--- config.mk ---
export PLATFORM = sky130hd
export DESIGN_NAME = traffic_junction
export DESIGN_NICKNAME = d
export VERILOG_FILES = /design/src/rtl/traffic_pkg.sv /design/src/rtl/traffic_junction_phase_timer.sv /design/src/rtl/traffic_junction.sv
export SDC_FILE = /design/constraint.sdc
export NUM_CORES = 1
export LEC_CHECK = 0
export ABC_AREA = 1
export BUFFER_PORTS_ARGS = -buffer_cell sky130_fd_sc_hd__buf_2
export CAP_MARGIN = 5
export CORE_MARGIN = 3
export CORE_UTILIZATION = 58
export DETAILED_ROUTE_END_ITERATION = 8
export PLACE_DENSITY = 0.81
export RECOVER_POWER = 50
export SLEW_MARGIN = 20
export SYNTH_ARGS = -nofsm -noshare
export SYNTH_HDL_FRONTEND = slang
export SYNTH_SLANG_ARGS = --single-unit
--- constraint.sdc ---
create_clock -name clk -period 3.3 [get_ports clk]
set_input_delay 0.66 -clock clk [delete_from_list [all_inputs] [get_ports clk]]
set_output_delay 0.66 -clock clk [all_outputs]
set_load 0.03 [all_outputs]
--- src/rtl/traffic_pkg.sv ---
// Shared state encoding, default timing and sizing helpers for the junction controller.
package traffic_pkg;

  localparam int unsigned STATE_W = 3;

  localparam logic [STATE_W-1:0] ALL_RED = 3'd0;
  localparam logic [STATE_W-1:0] RED_AMB = 3'd1;
  localparam logic [STATE_W-1:0] GREEN   = 3'd2;
  localparam logic [STATE_W-1:0] AMBER   = 3'd3;
  localparam logic [STATE_W-1:0] WALK    = 3'd4;

  localparam int unsigned DEF_N_ROADS   = 2;
  localparam int unsigned DEF_TIMER_W   = 8;
  localparam int unsigned DEF_T_RED_AMB = 2;
  localparam int unsigned DEF_T_GREEN   = 10;
  localparam int unsigned DEF_T_AMBER   = 3;
  localparam int unsigned DEF_T_ALL_RED = 2;
  localparam int unsigned DEF_T_WALK    = 8;

  // Width of a road index; never narrower than one bit.
  function automatic int unsigned idx_w(input int unsigned n);
    return (n <= 2) ? 1 : $clog2(n);
  endfunction

endpackage

--- src/rtl/traffic_junction_phase_timer.sv ---
// Loadable down-counter timing the current phase; zero marks the last cycle of a phase.
module phase_timer #(
  parameter int unsigned          TIMER_W = 8,
  parameter logic [TIMER_W-1:0]   RST_VAL = '0
) (
  input  logic               clk,
  input  logic               rst_n,
  input  logic               load,
  input  logic [TIMER_W-1:0] load_val,
  output logic               zero
);

  logic [TIMER_W-1:0] count;

  // Reload on phase entry, otherwise count down.
  always_ff @(posedge clk or negedge rst_n) begin
    if (!rst_n) begin
      count <= RST_VAL;
    end else if (load) begin
      count <= load_val;
    end else begin
      count <= count - TIMER_W'(1);
    end
  end

  assign zero = (count == '0);

endmodule

--- src/rtl/traffic_junction.sv ---
// N-road UK junction controller: round-robin service with demand skip/extend,
// all-red clearance and a pedestrian walk phase with req/ack handshake.
module traffic_junction
  import traffic_pkg::*;
#(
  parameter int unsigned N_ROADS   = DEF_N_ROADS,
  parameter int unsigned TIMER_W   = DEF_TIMER_W,
  parameter int unsigned T_RED_AMB = DEF_T_RED_AMB,
  parameter int unsigned T_GREEN   = DEF_T_GREEN,
  parameter int unsigned T_AMBER   = DEF_T_AMBER,
  parameter int unsigned T_ALL_RED = DEF_T_ALL_RED,
  parameter int unsigned T_WALK    = DEF_T_WALK,
  parameter int unsigned DEMAND_EN = 1
) (
  input  logic                        clk,
  input  logic                        rst_n,
  input  logic [N_ROADS-1:0]          demand,
  input  logic                        ped_req,
  output logic [N_ROADS-1:0]          red,
  output logic [N_ROADS-1:0]          amb,
  output logic [N_ROADS-1:0]          gre,
  output logic                        walk,
  output logic                        ped_ack,
  output logic [idx_w(N_ROADS)-1:0]   cur_road
);

  localparam int unsigned IDX_W = idx_w(N_ROADS);

  logic [STATE_W-1:0] state;
  logic [STATE_W-1:0] state_nxt;
  logic [IDX_W-1:0]   road_nxt;
  logic [IDX_W-1:0]   search_road;
  logic [IDX_W-1:0]   cand;
  logic               ped_pending;
  logic               pend_clr;
  logic               tmr_load;
  logic [TIMER_W-1:0] tmr_val;
  logic               tmr_zero;
  logic [N_ROADS-1:0] road_mask;
  logic               other_dem;
  logic               any_dem;
  logic               found;
  int unsigned        sum;

  phase_timer #(
    .TIMER_W (TIMER_W),
    .RST_VAL (TIMER_W'(T_ALL_RED - 1))
  ) u_timer (
    .clk      (clk),
    .rst_n    (rst_n),
    .load     (tmr_load),
    .load_val (tmr_val),
    .zero     (tmr_zero)
  );

  assign road_mask = N_ROADS'(1) << cur_road;
  assign other_dem = |(demand & ~road_mask);
  assign any_dem   = |demand;

  // Next road after cur_road (wrapping); with demand enabled, the first demanding one.
  always_comb begin
    sum         = 32'(cur_road) + 32'd1;
    search_road = IDX_W'(sum % N_ROADS);
    cand        = '0;
    found       = 1'b0;
    if (DEMAND_EN != 0) begin
      for (int k = 1; k <= int'(N_ROADS); k++) begin
        sum  = 32'(cur_road) + 32'(k);
        cand = IDX_W'(sum % N_ROADS);
        if (!found && demand[cand]) begin
          search_road = cand;
          found       = 1'b1;
        end
      end
    end
  end

  // Next-state, road selection and timer reload.
  always_comb begin
    state_nxt = state;
    road_nxt  = cur_road;
    tmr_load  = 1'b0;
    tmr_val   = '0;
    pend_clr  = 1'b0;
    if (tmr_zero) begin
      tmr_load = 1'b1;
      case (state)
        ALL_RED: begin
          if (ped_pending) begin
            state_nxt = WALK;
            tmr_val   = TIMER_W'(T_WALK - 1);
          end else if (DEMAND_EN == 0 || any_dem) begin
            state_nxt = RED_AMB;
            road_nxt  = search_road;
            tmr_val   = TIMER_W'(T_RED_AMB - 1);
          end else begin
            tmr_val   = TIMER_W'(T_ALL_RED - 1);
          end
        end
        RED_AMB: begin
          state_nxt = GREEN;
          tmr_val   = TIMER_W'(T_GREEN - 1);
        end
        GREEN: begin
          if (DEMAND_EN != 0 && !other_dem && !ped_pending) begin
            tmr_val   = TIMER_W'(T_GREEN - 1);
          end else begin
            state_nxt = AMBER;
            tmr_val   = TIMER_W'(T_AMBER - 1);
          end
        end
        AMBER: begin
          state_nxt = ALL_RED;
          tmr_val   = TIMER_W'(T_ALL_RED - 1);
        end
        WALK: begin
          state_nxt = ALL_RED;
          tmr_val   = TIMER_W'(T_ALL_RED - 1);
          pend_clr  = 1'b1;
        end
        default: begin
          state_nxt = ALL_RED;
          tmr_val   = TIMER_W'(T_ALL_RED - 1);
        end
      endcase
    end
  end

  // State, served road and pedestrian latch.
  always_ff @(posedge clk or negedge rst_n) begin
    if (!rst_n) begin
      state       <= ALL_RED;
      cur_road    <= IDX_W'(N_ROADS - 1);
      ped_pending <= 1'b0;
    end else begin
      state    <= state_nxt;
      cur_road <= road_nxt;
      if (pend_clr) begin
        ped_pending <= 1'b0;
      end else if (ped_req && state != WALK) begin
        ped_pending <= 1'b1;
      end
    end
  end

  // Lamp decode from registered state only.
  always_comb begin
    red     = '1;
    amb     = '0;
    gre     = '0;
    walk    = 1'b0;
    ped_ack = 1'b0;
    case (state)
      RED_AMB: amb = road_mask;
      GREEN: begin
        gre = road_mask;
        red = ~road_mask;
      end
      AMBER: begin
        amb = road_mask;
        red = ~road_mask;
      end
      WALK: begin
        walk    = 1'b1;
        ped_ack = tmr_zero;
      end
      default: ;
    endcase
  end

endmodule
==> flow_summary.json, run 1 <==
{
  "outcome": "completed",
  "crit_path_top_delay_cell": "dfstp_2",
  "tritoncts": "done",
  "layout_setup_ws_ns": 0.9536,
  "timing.critical_path.to_type": "output pin",
  "via_count": 845,
  "finalWeightedCongestion": 0.8506,
  "power.share.sequential_pct": 42.2,
  "grt_use_total_pct": 21.27,
  "finalSetupViolations": 0,
  "number_of_enable_flip_flop_cells_after_synthesis": 0,
  "drv_slew": 0,
  "synth.lib_cells_used.distinct": 23,
  "finalClockSkew_ns": 0.006498,
  "endpoint_arrival_time_on_the_critical_path_ns": 1.69,
  "mappedNetlistNets": 129,
  "critical_path.startpoint_type": "flip-flop",
  "worst_pin_slew_ns": 0.7313,
  "die_x_um": 45.30,
  "portBuffers": 13,
  "fin_hold_ws_ns": 0.4041,
  "power_frac_comb_pct": 43.2,
  "clk_pin_slew_ns": 0.08,
  "drv.max_cap_violation_count": 0,
  "finalNonFillerCells": 153,
  "firstDrtPassIters": 5,
  "ir_worst_vdd_uv": 385.3,
  "insertion_delay_of_the_later_clocked_pin_in_the_worst_skew_pair_ns": 0.27,
  "drive_gt1_share_pct": 25.36,
  "crit_family": "flip-flops",
  "vias_per_cell": 5.523,
  "synth_cells": 122,
  "core_area_um2": 1366,
  "dpl_worst_slack_ns": 1.354,
  "global_route_wire_length_before_repair_um": 3105,
  "slowest_delay_ns": 0.52,
  "finalNetCount": 146,
  "yosysWarningCount": 0,
  "switchingPower_uw": 301.7,
  "cts_inserted_buffers": 3,
  "power_switching_share_pct": 45.78,
  "place_inst": 149,
  "synth-seq-cells": 13,
  "hold_buffers": 0,
  "synth_area_um2": 895.9,
  "dominantRegCellSynth": "dfrtp_1",
  "grt_start_max_net_pins": 14,
  "min_period_over_period_pct": 71.10,
  "asyncSetResetFlopFracSynth_pct": 100.0,
  "drc_errors": 0,
  "fp.dieArea_um2": 2052,
  "p_leak_uw": 0.0005203,
  "clkPwrFrac_pct": 14.6,
  "timing.critical_path.fanout_max": 8,
  "initial_utilization_pct": 65.57,
  "drt.antenna.violating_nets": 0,
  "grt_antenna_before_repair": 0,
  "cts_num_sinks": 13,
  "finalWorstPathRequiredPeriod_ns": 2.346,
  "cts.path.max_buffers": 2,
  "criticalPathCategory": "reg -> out",
  "synth_top_cell_by_area": "dfrtp_1",
  "clock-root-buffer": "clkbuf_4",
  "timing.critical_path.buf_inv": 2,
  "crit_path_cell_trace": "inv_1 > ha_1 > nand2_1 > nor2_2 > nand2_1 > nor2_2 > buf_2",
  "grt-ovfl-total": 0,
  "synth_top_area_share_pct": 30.73,
  "placementRows": 13,
  "power_density_nw_per_um2": 679.5,
  "post_cts.repair.setup_buffers": 0,
  "die_h_um": 45.30,
  "wirelength_um": 1824,
  "power.internal_uw": 357.3,
  "cts_resized": 0,
  "drt-wirelength-per-cell_um": 11.92,
  "synthTopCellsByArea": "dfrtp_1 (31%), nand2_1 (12%), inv_1 (6.3%), dfstp_2 (5.9%), nor2_1 (5.9%)",
  "number_of_global_route_vias_before_repair": 715,
  "critical_path_required_ns": 2.64,
  "setup_total_negative_slack_ns": 0,
  "synthMostInstantiatedCell": "nand2_1",
  "achievable_freq_mhz": 426.2,
  "antenna-diode-count": 0,
  "synth.cells.most_frequent": "nand2_1 (29), inv_1 (15), nor2_1 (14)",
  "post-dp-hpwl_um": 1455,
  "cts_h_tree_lvls": 1,
  "final_hold_viol_count": 0,
  "syn_to_final_growth_pct": 8.240,
  "postSynthAreaPerCell_um2": 7.343,
  "unrepaired_setup_endpoints_after_global_routing": "false",
  "synth_sequential_area_ratio_pct": 36.59,
  "slew_headroom_pct": 51.06,
  "drt_iter0_drc": 40,
  "hold_path.class": "in -> async",
  "io-pin-count": 14
}
power by group through the flow:
stage          Combinational, uW  Sequential, uW  Clock [uW]
2_1_floorplan                243             263           0
5_1_grt                      318             286         108
3_5_place_dp                 289             279           0
3_3_place_gp                 276             278           0
4_1_cts                      292             277        99.8
6_report                     285             278        96.5
flip-flops by register name, summed over array words and instances (netlist names):
name           cells
state              3
u_timer.count      8
cur_road           1
ped_pending        1
logic make-up after synthesis:
group | count (synthesis) | share of synthesized area (%)
flip-flops | 13 | 36.59
XOR/XNOR | 1 | 0.9778
buffers and inverters | 20 | 9.356
adder cells (fa/ha/maj) | 2 | 2.793
AND/OR/NAND/NOR | 74 | 43.30
AO/OA/AOI/OAI | 12 | 6.982
per-stage QoR:
stage / cell area [um2] / power (uW) / util (%)
finish: 969.7 / 658.9 / 70.97
global route: 969.7 / 713.1 / 70.97
CTS: 994.7 / 669.0 / 72.80
detailed placement: 968.4 / 567.9 / 70.88
global placement: 968.4 / 554.2 / 70.88
floorplan: 895.9 / 505.9 / -
worst reg2reg max path, delay by kind of cell, from the launching register on:
| kind | cells | cell delay [ns] |
|---|---|---|
| flops | 1 | 0.36 |
| buf+inv | 1 | 0.10 |
| fa+ha+maj | 1 | 0.21 |
| simple gates | 5 | 0.96 |
final cells by class:
type | count | area, um2
multi-input combinational | 89 | 460.4
fill | 137 | 396.6
sequential | 13 | 327.8
inverter | 19 | 72.57
timing repair buffer | 13 | 63.81
clock buffer | 4 | 26.28
tap | 15 | 18.77
per-layer routing:
metal	GRT usage (%)	routed length, um
met1	29.35	879
met2	31.92	834
met3	5.976	99
met4	7.018	11
met5	0	0
placed cells by master (no fill, tap or decap), types with 3 or more instances in the layout:
master	instances
a21oi_1	3
buf_2	12
clkbuf_4	3
dfrtp_1	11
inv_1	15
inv_2	3
nand2_1	30
nand3_1	10
nand3_2	5
nor2_1	15
nor2_2	7
o21ai_0	5
o21ai_1	3
final timing paths:
check,startpoint,endpoint,slack [ns],cells past startpoint
max in group asynchronous,rst_n,state[2],2.44,1
worst min-delay path,rst_n,u_timer.count[4],0.40,1
worst max-delay path,u_timer.count[0],ped_ack,0.95,7
worst max register to register,u_timer.count[0],state[0],1.57,7
min in group clk,cur_road,cur_road,0.52,2
worst min register to register,cur_road,cur_road,0.52,2
No activity file was read; power rests on OpenSTA's default activity.
==> run 2: changes to the inputs <==
- CORE_UTILIZATION: 58 -> 54
- PLACE_DENSITY: 0.81 -> 0.77
- clock period: 3.3 -> 2.39 ns (I/O delays scaled with it)
==> flow_summary.json, run 2 (synthesis results as in run 1) <==
{
  "ir_worst_vdd_uv": 488.2,
  "dpl_cell_area_um2": 969.7,
  "maxUsedRoutingLayer": "met4",
  "slowest_delay_ns": 0.36,
  "finalSetupViolations": 0,
  "finalNetCount": 146,
  "worst_pin_slew_ns": 0.7205,
  "top_regs": "u_timer.count (8), state (3)",
  "outcome": "completed",
  "worstSetupPathDepth": 7,
  "drt-wirelength-per-cell_um": 11.49,
  "via_count": 806,
  "p_leak_uw": 0.0005359,
  "clk_pin_slew_ns": 0.09,
  "design_area_um2": 975.9,
  "setup.worst_path.start": "u_timer.count[0]",
  "fp.dieArea_um2": 2184,
  "worst-r2r-cell-count": 7,
  "timing.critical_path.buf_inv": 2,
  "critPathCapture": "ped_ack",
  "cts_h_tree_lvls": 1,
  "dpl_worst_slack_ns": 0.6502,
  "tritoncts": "done",
  "cts_num_sinks": 13,
  "fin_hold_ws_ns": 0.2152,
  "final-seq-area_um2": 327.8,
  "core_area_um2": 1541,
  "timing.rr.start": "u_timer.count[0]",
  "drv_slew": 0,
  "crit_family": "simple AND/OR/NAND/NOR gates",
  "cts.path.max_buffers": 2,
  "crit_path_top_delay_cell": "dfstp_2",
  "timing.critical_path.fanout_max": 8,
  "portBuffers": 13,
  "drv.max_cap_violation_count": 0,
  "drt_iter0_drc": 17,
  "die_h_um": 46.73,
  "critical_path_required_ns": 1.91,
  "unrepaired_setup_endpoints_after_global_routing": "false",
  "slew_headroom_pct": 51.97,
  "drt.antenna.violating_nets": 0,
  "hold_buffers": 0,
  "setup.reg_to_reg.worst_slack_ns": 0.74,
  "achievable_freq_mhz": 482.8,
  "hold_path.class": "in -> async",
  "global_route_wire_length_before_repair_um": 2808,
  "min_period_over_period_pct": 86.66,
  "filler_cell_count": 138,
  "insertion_delay_of_the_later_clocked_pin_in_the_worst_skew_pair_ns": 0.28,
  "io-pin-count": 14,
  "cts_resized": 0,
  "critical_path.reg2reg.endpoint": "state[1]",
  "post_cts.repair.setup_buffers": 0,
  "finalWorstPathRequiredPeriod_ns": 2.071,
  "clock-root-buffer": "clkbuf_4",
  "final_hold_viol_count": 0,
  "grt_antenna_before_repair": 0,
  "firstDrtPassIters": 4,
  "drive_gt1_share_pct": 25.36,
  "grt_use_total_pct": 18.40,
  "grt_start_max_net_pins": 14,
  "setup_total_negative_slack_ns": 0,
  "top_register": "u_timer.count",
  "drc_errors": 0,
  "cts_inserted_buffers": 3,
  "wirelength_um": 1769,
  "finalWeightedCongestion": 0.8304,
  "initial_utilization_pct": 58.12,
  "crit_path_cell_trace": "inv_1 > ha_1 > nand2_1 > nor2_1 > nand2_4 > nor2_2 > buf_2",
  "post-dp-hpwl_um": 1417,
  "syn_to_final_growth_pct": 8.939,
  "grt-ovfl-total": 0,
  "power_density_nw_per_um2": 939.7,
  "timing.critical_path.to_type": "output pin",
  "antenna-diode-count": 0,
  "largest_reg_flops": 8,
  "detailroute.wirelength.met3_um": 57,
  "die_x_um": 46.73,
  "number_of_global_route_vias_before_repair": 656,
  "critical_path.startpoint_type": "flip-flop",
  "detailroute.wirelength.met2_um": 822,
  "utilization_pct": 63.31,
  "met1_length_um": 860,
  "layout_commonest_cell": "nand2_1",
  "commonest_non_fill_non_tap_cells_in_the_layout": "nand2_1 (29), nor2_1 (16), inv_1 (15)",
  "endpoint_arrival_time_on_the_critical_path_ns": 1.59,
  "multi_input_area_um2": 465.4,
  "placementRows": 14,
  "criticalPathCategory": "reg -> out",
  "finalClockSkew_ns": 0.006799,
  "layout_setup_ws_ns": 0.3188,
  "vias_per_cell": 5.234
}
run 2: cell count changes in the layout (fill, tap and decap cells not counted):
cell	change
nor2_1	+1
nand2_4	+1
nand2_1	-1
nor2_2	-1
run 2: worst min path at each step:
| stage | startpoint | endpoint | slack [ns] | depth (start not counted) |
|---|---|---|---|---|
| 4_1_cts | rst_n | state[1] | 0.06 | 1 |
| 2_1_floorplan | rst_n | ped_pending | 0.18 | 0 |
| 6_report | rst_n | u_timer.count[3] | 0.22 | 1 |
| 3_3_place_gp | rst_n | u_timer.count[5] | 0.38 | 1 |
| 3_5_place_dp | rst_n | u_timer.count[4] | 0.38 | 1 |
| 5_1_grt | rst_n | u_timer.count[4] | 0.24 | 1 |
run 2: layout make-up:
class	count	area share (%)
Multi-Input combinational cell	89	47.69
Clock buffer	4	2.692
Sequential cell	13	33.59
Inverter	19	7.436
Timing Repair Buffer	13	6.538
Tap cell	16	2.051
run 2: worst register-to-register path: cells and delay by family, from the launching register on:
kind	cells	cell delay [ns]
fa+ha+maj	1	0.19
simple gates	5	0.90
flops	1	0.36
buf+inv	1	0.10
run 2: per-layer routing:
metal | up-vias | GRT usage, %
met2 | 13 | 26.10
met5 | - | 0
li1 | 420 | -
met1 | 371 | 27.00
met4 | 0 | 8.287
met3 | 2 | 3.448
run 2: metrics by stage:
step / cells / total power, uW
global placement: 150 / 769.4
detailed placement: 150 / 784.3
finish: 154 / 917.1
CTS: 154 / 929.8
global route: 154 / 1001
floorplan: 122 / 698.6
run 2: power breakdown:
group | total, uW | leakage (uW) | switching [uW] | internal [uW]
combinational | 392 | 0.000371 | 266 | 126
sequential | 383 | 0.000150 | 80.7 | 302
clock | 142 | 0.0000150 | 77.6 | 64.8
total | 917 | 0.000536 | 424 | 493
